--- src/rtl/sd_clk_gen_if.sv ---
// Card-clock generator bundle: controller-side controls in, card clock and status out.
// master = the clock generator, slave = the SD controller / SPI shifter side.
interface sd_clk_gen_if #(
  parameter int DIV_W   = 8,
  parameter int STATE_W = 8
);
  logic [STATE_W-1:0] State;
  logic               Enable;
  logic               ManualSel;
  logic [DIV_W-1:0]   DivManual;
  logic               CLKout;
  logic               RiseStrobe;
  logic               FallStrobe;
  logic [DIV_W-1:0]   ActiveDiv;
  logic               SwitchPending;
  logic               Parked;

  modport master (
    input  State, Enable, ManualSel, DivManual,
    output CLKout, RiseStrobe, FallStrobe, ActiveDiv, SwitchPending, Parked
  );

  modport slave (
    output State, Enable, ManualSel, DivManual,
    input  CLKout, RiseStrobe, FallStrobe, ActiveDiv, SwitchPending, Parked
  );
endinterface

--- src/rtl/sd_clk_gen.sv ---
// Glitch-free SD card clock divider with auto/manual half-period select, park-low and edge strobes.
//
//   state   | meaning
//   --------+-----------------------------------------------------------------
//   ST_PARK | clock held low, cnt held at 0, divisor tracks target every cycle
//   ST_RUN  | clock toggling; divisor reloads only on high->low terminal count
module sd_clk_gen #(
  parameter int                 DIV_W      = 8,
  parameter int                 STATE_W    = 8,
  parameter logic [DIV_W-1:0]   SLOW_DIV   = DIV_W'(31),
  parameter logic [DIV_W-1:0]   FAST_DIV   = DIV_W'(1),
  parameter logic [STATE_W-1:0] SLOW_LIMIT = STATE_W'('h70)
) (
  input  logic            CLKin,
  input  logic            Reset_n,
  sd_clk_gen_if.master    bus
);

  typedef enum logic {
    ST_PARK = 1'b0,
    ST_RUN  = 1'b1
  } state_t;

  state_t             state_q, state_d;
  logic               clk_q, clk_d;
  logic               rise_q, rise_d;
  logic               fall_q, fall_d;
  logic               sw_q, sw_d;
  logic [DIV_W-1:0]   cnt_q, cnt_d;
  logic [DIV_W-1:0]   div_q, div_d;
  logic [DIV_W-1:0]   target;
  logic               slow_sel;
  logic               tc;

  always_comb begin
    slow_sel = (bus.State != '0) && (bus.State < SLOW_LIMIT);
    if (bus.ManualSel) begin
      target = bus.DivManual;
    end else if (slow_sel) begin
      target = SLOW_DIV;
    end else begin
      target = FAST_DIV;
    end
    tc = (cnt_q == div_q);
  end

  always_comb begin
    state_d = state_q;
    clk_d   = clk_q;
    cnt_d   = cnt_q;
    div_d   = div_q;
    rise_d  = 1'b0;
    fall_d  = 1'b0;
    case (state_q)
      ST_PARK: begin
        clk_d = 1'b0;
        cnt_d = '0;
        div_d = target;
        if (bus.Enable) begin
          state_d = ST_RUN;
        end
      end
      ST_RUN: begin
        if (tc) begin
          cnt_d = '0;
          if (clk_q) begin
            // High phase always completes; the new divisor governs the low phase that follows.
            clk_d  = 1'b0;
            fall_d = 1'b1;
            div_d  = target;
            if (!bus.Enable) begin
              state_d = ST_PARK;
            end
          end else if (!bus.Enable) begin
            state_d = ST_PARK;
          end else begin
            clk_d  = 1'b1;
            rise_d = 1'b1;
          end
        end else begin
          cnt_d = cnt_q + DIV_W'(1);
        end
      end
      default: begin
        state_d = ST_PARK;
      end
    endcase
    // Compared against the divisor about to be in use so the flag clears on the loading edge.
    sw_d = (target != div_d);
  end

  always_ff @(posedge CLKin or negedge Reset_n) begin
    if (!Reset_n) begin
      state_q <= ST_PARK;
      clk_q   <= 1'b0;
      rise_q  <= 1'b0;
      fall_q  <= 1'b0;
      sw_q    <= 1'b0;
      cnt_q   <= '0;
      div_q   <= SLOW_DIV;
    end else begin
      state_q <= state_d;
      clk_q   <= clk_d;
      rise_q  <= rise_d;
      fall_q  <= fall_d;
      sw_q    <= sw_d;
      cnt_q   <= cnt_d;
      div_q   <= div_d;
    end
  end

  assign bus.CLKout        = clk_q;
  assign bus.RiseStrobe    = rise_q;
  assign bus.FallStrobe    = fall_q;
  assign bus.ActiveDiv     = div_q;
  assign bus.SwitchPending = sw_q;
  assign bus.Parked        = (state_q == ST_PARK);

endmodule

--- src/flat_wrapper.sv ---
// flat-port wrapper written by rule: the top's interface ports become plain ports
module sd_clk_gen_flat 
#(
  parameter int                 DIV_W      = 8,
  parameter int                 STATE_W    = 8,
  parameter logic [DIV_W-1:0]   SLOW_DIV   = DIV_W'(31),
  parameter logic [DIV_W-1:0]   FAST_DIV   = DIV_W'(1),
  parameter logic [STATE_W-1:0] SLOW_LIMIT = STATE_W'('h70)
)
  (CLKin, Reset_n, bus_State, bus_Enable, bus_ManualSel, bus_DivManual, bus_CLKout, bus_RiseStrobe, bus_FallStrobe, bus_ActiveDiv, bus_SwitchPending, bus_Parked);
  sd_clk_gen_if #(.DIV_W(DIV_W), .STATE_W(STATE_W)) bus_i ();
  input  logic CLKin;
  input  logic Reset_n;
  input wire logic [$bits(bus_i.State)-1:0] bus_State;
  input wire logic [$bits(bus_i.Enable)-1:0] bus_Enable;
  input wire logic [$bits(bus_i.ManualSel)-1:0] bus_ManualSel;
  input wire logic [$bits(bus_i.DivManual)-1:0] bus_DivManual;
  output wire logic [$bits(bus_i.CLKout)-1:0] bus_CLKout;
  output wire logic [$bits(bus_i.RiseStrobe)-1:0] bus_RiseStrobe;
  output wire logic [$bits(bus_i.FallStrobe)-1:0] bus_FallStrobe;
  output wire logic [$bits(bus_i.ActiveDiv)-1:0] bus_ActiveDiv;
  output wire logic [$bits(bus_i.SwitchPending)-1:0] bus_SwitchPending;
  output wire logic [$bits(bus_i.Parked)-1:0] bus_Parked;
  assign bus_i.State = bus_State;
  assign bus_i.Enable = bus_Enable;
  assign bus_i.ManualSel = bus_ManualSel;
  assign bus_i.DivManual = bus_DivManual;
  assign bus_CLKout = bus_i.CLKout;
  assign bus_RiseStrobe = bus_i.RiseStrobe;
  assign bus_FallStrobe = bus_i.FallStrobe;
  assign bus_ActiveDiv = bus_i.ActiveDiv;
  assign bus_SwitchPending = bus_i.SwitchPending;
  assign bus_Parked = bus_i.Parked;
  sd_clk_gen #(.DIV_W(DIV_W), .STATE_W(STATE_W), .SLOW_DIV(SLOW_DIV), .FAST_DIV(FAST_DIV), .SLOW_LIMIT(SLOW_LIMIT)) u_core (.CLKin(CLKin), .Reset_n(Reset_n), .bus(bus_i));
endmodule
--- config.mk ---
export PLATFORM = sky130hd
export DESIGN_NAME = sd_clk_gen_flat
export DESIGN_NICKNAME = d
export VERILOG_FILES = /design/src/rtl/sd_clk_gen_if.sv /design/src/rtl/sd_clk_gen.sv /design/src/flat_wrapper.sv
export SDC_FILE = /design/constraint.sdc
export NUM_CORES = 1
export LEC_CHECK = 0
export ABC_AREA = 0
export ABC_CLOCK_PERIOD_IN_PS = 1620
export CORE_MARGIN = 1.5
export CORE_UTILIZATION = 32
export CTS_CLUSTER_DIAMETER = 200
export DETAILED_ROUTE_END_ITERATION = 10
export PLACE_DENSITY = 0.6
export SLEW_MARGIN = 20
export SYNTH_ARGS = -nofsm -noshare
export SYNTH_HDL_FRONTEND = slang
export SYNTH_SLANG_ARGS = --single-unit
--- constraint.sdc ---
create_clock -name CLKin -period 1.62 [get_ports CLKin]
set_input_delay 0.486 -clock CLKin [delete_from_list [all_inputs] [get_ports CLKin]]
set_output_delay 0.486 -clock CLKin [all_outputs]
set_load 0.03 [all_outputs]
Word level (Yosys, flattened, before mapping):

Cells that the tools add are included.

* ROM bits: 0
* register bits: 21
* bits of input ports: 20
* memory bits (writable): 0
* memories: 0
* bits in latches: 0
* logic and storage cells: 33
* output and inout bits: 13

* reduce and logical (&&, ||, !) cells: 2
* muxes and demuxes: 18
* bitwise gates (word level): 1
* multipliers: 0
* equality and inequality tests: 3
* shift operators: 0
* add/subtract/negate cells: 1
* div/mod/pow operators: 0
* order comparisons: 1

Operator list (count)
* $mux W8: 4
* $pmux W8 S2: 2
* $mux W1: 9
* $add A8 B1 Y8 const B: 1
* $eq A8 B8 Y1: 1
* $lt A8 B7 Y1 const B: 1
* $ne A8 B8 Y1: 1
* $reduce_bool A8 Y1: 1
* $mux W5: 1
* $pmux W1 S2: 2
* $ne A2 B2 Y1 const B: 1
* $logic_and A1 B1 Y1: 1
* $not A1 Y1: 1

Longest topological paths before layout:

Gate-level depths: netlist of run 1.

* depth after elaboration: 8
* depth in mapped cells: 6
* mapped depth without buffers: 5

Least setup slack after synthesis of run 1:

No wires, ideal clock.

* path kind: input to register
* from: input bus_State[2]
* to: register u_core.sw_q, in the netlist u_core.bus.SwitchPending
* data arrival time: 1914 ps
* data required time: 1496 ps
* library setup time: 124 ps
* path buffers: 0
* setup slack: -418 ps
* stages on the path: 5
* cell sequence: or4_4 > o41ai_4 > a21oi_1 > or3_1 > o31a_1

* cells in the longest elaborated chain, start to end: 8
* elaborated cells between the ends (all ways): 9
* those cells by class: 1 x order compare; 1 x eq/ne; 5 x mux; 2 x reduce/logical

RTL lines
* from (decl): RTL line flat_wrapper.sv:14 `input wire logic [$bits(bus_i.State)-1:0] bus_State;`
* $lt A8 B7 Y1 / $reduce_bool A8 Y1 (equally long branches): RTL line sd_clk_gen.sv:36 `slow_sel = (bus.State != '0) && (bus.State < SLOW_LIMIT);`
* $logic_and A1 B1 Y1 *: RTL line sd_clk_gen.sv:36
* $mux W5 *: RTL line sd_clk_gen.sv:39 `end else if (slow_sel) begin`
* $mux W8 *: RTL line sd_clk_gen.sv:37 `if (bus.ManualSel) begin`
* $mux W8: RTL line sd_clk_gen.sv:66 `if (clk_q) begin`
* $mux W8: RTL line sd_clk_gen.sv:64 `if (tc) begin`
* $pmux W8 S2: RTL line sd_clk_gen.sv:54 `case (state_q)`
* $ne A8 B8 Y1 *: RTL line sd_clk_gen.sv:89 `sw_d = (target != div_d);`
* net u_core.sw_d: RTL line sd_clk_gen.sv:28 `logic sw_q, sw_d;`
* to (signal assigned): RTL line sd_clk_gen.sv:106 `sw_q <= sw_d;`
* to (decl): RTL line sd_clk_gen.sv:28

The timed path passes the listed nets; every way through them passes the cells marked *.
A chain may end at the register's enable or synchronous reset.

Final worst setup path of run 1:

* from: input bus_State[6]
* to: register u_core.sw_q, in the netlist u_core.bus.SwitchPending

Same word-level chain as after synthesis.

==> results.yml, run 1 <==
placement:
  place_area_sq_um: 1690
  io_buffers: 32
  place_worst_setup_slack_ps: -856
  post-dp-hpwl_um: 2100
  globalplace.congestion: 0.773
detailed_routing:
  dr.pass1.iters: 4
  drt.antenna.violating_nets: 0
  drc: 0
  dr_wl_met2_um: 1440
  post_drt_wl_per_cell_um: 12.4
  postRouteWirelength_um: 2830
  via_count: 1078
  wl_met3_um: 123
  drtIter0Drc: 27
  wirelength_met1_um: 1230
  vias_per_cell: 4.75
  routed.top_layer: "met4"
worst_setup_path:
  end_kind: "register"
  slowest_delay_ps: 530
  reg2regPathDepth: 7
  critical_path.top_delay_family: "simple AND/OR/NAND/NOR gates"
  slowest_stage: "or4_4"
  worstSetupPathType: "in2reg"
  r2r-end: "u_core.bus.ActiveDiv[4]"
  crit_chain: "buf_6, or4_4, o41ai_4, a21oi_1, or3_1, o31a_1"
  cp-start-kind: "input pin"
  critical_path_arrival_ps: 2030
  cp_data_required_time_ps: 1830
  critPathBufInv: 1
  rr_startpoint: "u_core.bus.ActiveDiv[2]"
  path_max_fanout: 3
  rrSetupSlack_ps: -130
cts:
  htreeDepth: 1
  root_buffer: "clkbuf_4"
  path_clk_slew_ps: 120
  clk-insertion-delay-late_ps: 310
  cts_buffer_depth: 2
  cts_buffers: 3
  cts.sinks: 21
  cts_hold_buffers: 0
  cts_tree: "done"
final_layout:
  synthToLayoutAreaGrowth_pct: 64.4
  fin_nets: 203
  drive_gt1_share_pct: 40.3
  diodes: 0
  final_area_sq_um: 1910
logic_synthesis:
  syn-cell-area_sq_um: 1160
  syn-num-nets: 135
  synth_cell_types: 30
  ys_ff_latch: 21
  yosys_warnings: 0
  netlist_instances: 114
  avgSynthCellArea_sq_um: 10.2
  yosysSeqAreaShare_pct: 45.7
floorplanning:
  die_h_um: 63.3
  num_io_pins: 33
  fp.dieW_um: 63.3
  core_area_sq_um: 3420
  dieArea_sq_um: 4000
  fp-row-count: 21
  start_util_pct: 34.0
grt:
  track_usage_pct: 15.0
  grt_pass1_wl_um: 4840
  grt_max_degree: 22
  grt_overflow: 0
  grt_antenna_before_repair: 0
  grt_pass1_vias: 1118
outcome:
  status: "finished, violations left"
  violations: "setup timing"
sta:
  hold_viol: 0
  clock_skew_ps: 6.38
  fin_ws_ps: -196
  rsz0062_at_grt: "yes"
  maxSlewHeadroom_pct: 79.6
  drv_slew: 0
  fmax_ghz: 0.551
  finalCritPeriodShare_pct: 112
  worst_pin_slew_ps: 306
  fin_crit_ps: 1820
  setup_viol: 12
power_and_ir_drop:
  powerDensity_nw_per_um2: 1700
  vdd_drop_max_v: 0.000933
  leakage_nw: 0.932
worst_hold_path:
  hp-class: "in2async"
job:
  max_cap_viol_count: 0
[cell usage after synthesis]
library cell	number	area, sq um
mux2i_1	4	40.0
a21oi_2	1	8.76
nor2_1	11	41.3
o31a_1	1	8.76
nor2b_1	4	25.0
or3_1	1	6.26
a32o_1	1	10.0
nand4_1	3	18.8
mux2_2	5	56.3
buf_6	1	11.3
nand2b_1	1	6.26
dfrtp_1	16	400
a311oi_1	1	8.76
inv_1	6	22.5
nand2_1	14	52.6
a222oi_1	1	10.0
o21ai_1	1	5.00
xor2_1	7	61.3
nor4_1	1	6.26
xnor2_1	9	78.8
o41ai_4	1	27.5
dfstp_2	5	131
mux2_1	1	11.3
o31ai_1	2	15.0
or4_4	1	11.3
a21oi_1	4	20.0
o21ai_0	1	5.00
and3_1	4	25.0
ha_1	1	12.5
nand3_1	5	25.0
[layer usage]
| layer | vias to the layer above | track usage, % |
|---|---|---|
| met5 | - | 0 |
| met4 | 0 | 3.26 |
| met3 | 5 | 3.57 |
| met2 | 26 | 26.6 |
| met1 | 518 | 18.6 |
| li1 | 529 | - |
[layout by cell type (no fill, tap or decap), types with 2 or more instances in the layout]
cell             count
nand4_1              3
nand2_2              3
inv_1                5
dlygate4sd2_1        4
dfrtp_1             16
buf_6               13
mux2i_1              4
nand3_1              5
buf_4               27
nor2_1              10
clkbuf_4             3
clkdlybuf4s15_2      2
dfstp_2              5
buf_2                2
xor2_1               7
a21oi_1              4
mux2_4               5
nor2b_1              2
nand2_1             11
xnor2_1              8
and3_1               4
clkdlybuf4s50_1     11
dlymetal6s2s_1       3
[sequential cells by signal, summed over array words and instances (netlist names)]
| register | flops |
|---|---|
| u_core.bus.ActiveDiv | 8 |
| u_core.bus.CLKout | 1 |
| u_core.bus.FallStrobe | 1 |
| u_core.bus.RiseStrobe | 1 |
| u_core.bus.SwitchPending | 1 |
| u_core.cnt_q | 8 |
| u_core.state_q | 1 |
[final cells by class]
type | count | area (sq um)
tap | 46 | 57.6
clock buffer | 3 | 22.5
timing repair buffer | 64 | 594
inverter | 6 | 22.5
fill | 293 | 1510
clock inverter | 1 | 5.00
multi-input combinational | 86 | 677
sequential | 21 | 532
[power breakdown]
part	total (mW)	internal (mW)	switching, mW
registers	1.01	0.784	0.227
clock network	0.259	0.0924	0.167
logic	1.99	1.08	0.905
[per-stage QoR]
stage	utilization [%]	hold WS [ps]	TNS, ps	instances	power, mW
5_1_grt	55.9	513	-2180	227	3.50
3_5_place_dp	49.5	559	-3660	214	2.72
2_1_floorplan	-	190	-993	114	1.95
3_3_place_gp	49.5	541	-3490	214	2.69
4_1_cts	53.2	506	-973	224	3.16
6_report	55.9	497	-1170	227	3.25
[how the worst max path moves through the flow]
| stage | depth (start not counted) | slack [ps] | endpoint | start |
|---|---|---|---|---|
| floorplan | 5 | -420 | u_core.bus.SwitchPending | bus_State[2] |
| global placement | 6 | -820 | u_core.bus.SwitchPending | bus_State[5] |
| detailed placement | 6 | -860 | u_core.bus.SwitchPending | bus_State[2] |
| CTS | 6 | -320 | u_core.bus.SwitchPending | bus_State[6] |
| global route | 7 | -220 | u_core.bus.SwitchPending | bus_State[6] |
| finish | 6 | -200 | u_core.bus.SwitchPending | bus_State[6] |
[worst reg2reg max path, cell delays in order, from the launching register on]
cell and delay (ps):
dfstp_2 590, buf_6 110, xnor2_2 90, nand4_1 160, nor2_2 220, a21oi_4 80
buf_12 150, mux2_4 300
[logic make-up after synthesis]
logic type	synth area share, %
AOI/OAI and AO/OA	10.2
and+or+nand+nor	18.7
DFF	45.7
buffers and inverters	2.91
adders and majority gates	1.08
xor gates and xnor gates	12.1
muxes	9.26
[timing repair]
action                     4_1_cts  5_1_grt
pin swaps                        7        8
setup buffers                    6        6
resized for setup               38       21
setup endpoints to repair       16       16
(Power assumes the default switching activity.)
==> run 2, diff against run 1 <==
--- a/config.mk
+++ b/config.mk
@@ -12,6 +12,7 @@
 export CTS_CLUSTER_DIAMETER = 200
 export DETAILED_ROUTE_END_ITERATION = 10
 export PLACE_DENSITY = 0.6
+export SETUP_SLACK_MARGIN = 0.1
 export SLEW_MARGIN = 20
 export SYNTH_ARGS = -nofsm -noshare
 export SYNTH_HDL_FRONTEND = slang
==> run 2 against run 1 <==
Against the previous run: the run still ends with setup timing left; global-route usage rose by 0.53 points; non-clock buffer count up 3; first-iteration DRC count rose by 11%; utilization up 0.26 points; largest power group unchanged.
==> results.yml, run 2 (synthesis gave the netlist of run 1 again) <==
cts:
  root_buffer: "clkbuf_4"
  htreeDepth: 1
  cts.sinks: 21
  cts_buffer_depth: 2
  path_clk_slew_ps: 130
  cts_buffers: 3
  clk-insertion-delay-late_ps: 320
  cts_tree: "done"
job:
  max_cap_viol_count: 0
floorplanning:
  die_h_um: 63.3
  start_util_pct: 34.0
  fp-row-count: 21
  fp.dieW_um: 63.3
  core_area_sq_um: 3420
  dieArea_sq_um: 4000
  num_io_pins: 33
grt:
  grt_pass1_wl_um: 4940
  grt_overflow: 0
  grt_antenna_before_repair: 0
  grt_pass1_vias: 1061
  grt_max_degree: 22
  track_usage_pct: 15.6
placement:
  io_buffers: 32
  place_area_sq_um: 1660
  post-dp-hpwl_um: 2060
  globalplace.congestion: 0.765
outcome:
  violations: "setup timing"
  status: "finished, violations left"
worst_setup_path:
  cp_data_required_time_ps: 1840
  critical_path_arrival_ps: 2030
  reg2regPathDepth: 5
  path_max_fanout: 2
  worstSetupPathType: "in2reg"
  rrSetupSlack_ps: -170
  end_kind: "register"
  r2r-end: "u_core.bus.SwitchPending"
  rr_startpoint: "u_core.bus.ActiveDiv[2]"
  cp-start-kind: "input pin"
final_layout:
  layout_common_cells: "buf_4 (25), buf_6 (18), dfrtp_1 (16)"
  fin_nets: 206
  diodes: 0
  final_common_cell: "buf_4"
  final_area_sq_um: 1920
  synthToLayoutAreaGrowth_pct: 65.1
  drive_gt1_share_pct: 46.2
  fillers: 313
sta:
  fin_ws_ps: -184
  clock_skew_ps: 17.0
  maxSlewHeadroom_pct: 75.9
  finalCritPeriodShare_pct: 111
  worst_pin_slew_ps: 360
  fin_crit_ps: 1800
  hold_viol: 0
  drv_slew: 0
  rsz0062_at_grt: "yes"
  setup_viol: 12
  fmax_ghz: 0.554
detailed_routing:
  drt.antenna.violating_nets: 0
  via_count: 1097
  drtIter0Drc: 30
  post_drt_wl_per_cell_um: 13.4
  postRouteWirelength_um: 3090
  dr.pass1.iters: 4
  drc: 0
  vias_per_cell: 4.77
worst_hold_path:
  hp-class: "in2async"
power_and_ir_drop:
  vdd_drop_max_v: 0.00113
  power_mw: 3.33
  leakage_nw: 0.936
  powerDensity_nw_per_um2: 1730
==> run 2: area by class of cell <==
cell class                 instances  area, sq um  share of cell area, %
multi-input combinational         86          679                   35.4
tap                               46         57.6                   3.00
sequential                        21          532                   27.7
timing repair buffer              67          601                   31.3
clock buffer                       3         22.5                   1.17
inverter                           6         22.5                   1.17
clock inverter                     1         5.00                  0.261
==> run 2: report_power, final <==
group	internal (mW)	switching, mW	total [mW]
combinational	1.09	0.949	2.04
clock	0.0924	0.172	0.264
sequential	0.784	0.243	1.03
total	1.96	1.36	3.33
==> run 2: worst max path at each step <==
stage | start | to | slack [ps] | cells after the start
after CTS | bus_State[5] | u_core.bus.SwitchPending | -290 | 6
after global routing | u_core.bus.ActiveDiv[2] | u_core.bus.SwitchPending | -250 | 5
final | bus_State[5] | u_core.bus.SwitchPending | -180 | 8
after detailed placement | bus_State[5] | u_core.bus.SwitchPending | -930 | 6
after global placement | bus_State[5] | u_core.bus.SwitchPending | -880 | 6
after floorplan | bus_State[2] | u_core.bus.SwitchPending | -420 | 5
==> run 2: metrics by stage <==
stage	setup slack (ps)	util, %	hold slack, ps	setup TNS, ps	instances
after floorplan	-418	-	190	-993	114
final	-184	56.2	493	-932	230
after detailed placement	-931	48.6	565	-3660	210
after CTS	-287	52.9	506	-927	224
after global routing	-255	56.2	523	-1500	230
after global placement	-880	48.6	543	-3490	210
==> run 2: what timing repair did <==
action / CTS / global route
gates resized for setup: 50 / 27
pin swaps: 6 / 10
hold buffers: 0 / 0
gates cloned: 0 / 1
setup buffers: 10 / 5
setup endpoints to repair: 20 / 29
==> run 2: per-layer routing <==
| metal | up-vias | share of wire (%) | global-route usage [%] |
|---|---|---|---|
| li1 | 535 | - | - |
| met1 | 535 | 45 | 19.4 |
| met2 | 23 | 51 | 27.5 |
| met3 | 4 | 3.6 | 3.57 |
| met4 | 0 | 0.97 | 3.26 |
| met5 | - | 0 | 0 |
==> run 2: critical path, stage by stage <==
cell and delay (ps):
buf_6 90, or4_4 530, o41ai_4 230, buf_4 170, buf_6 100, mux2_4 150, nand2_2 40, o31a_1 230
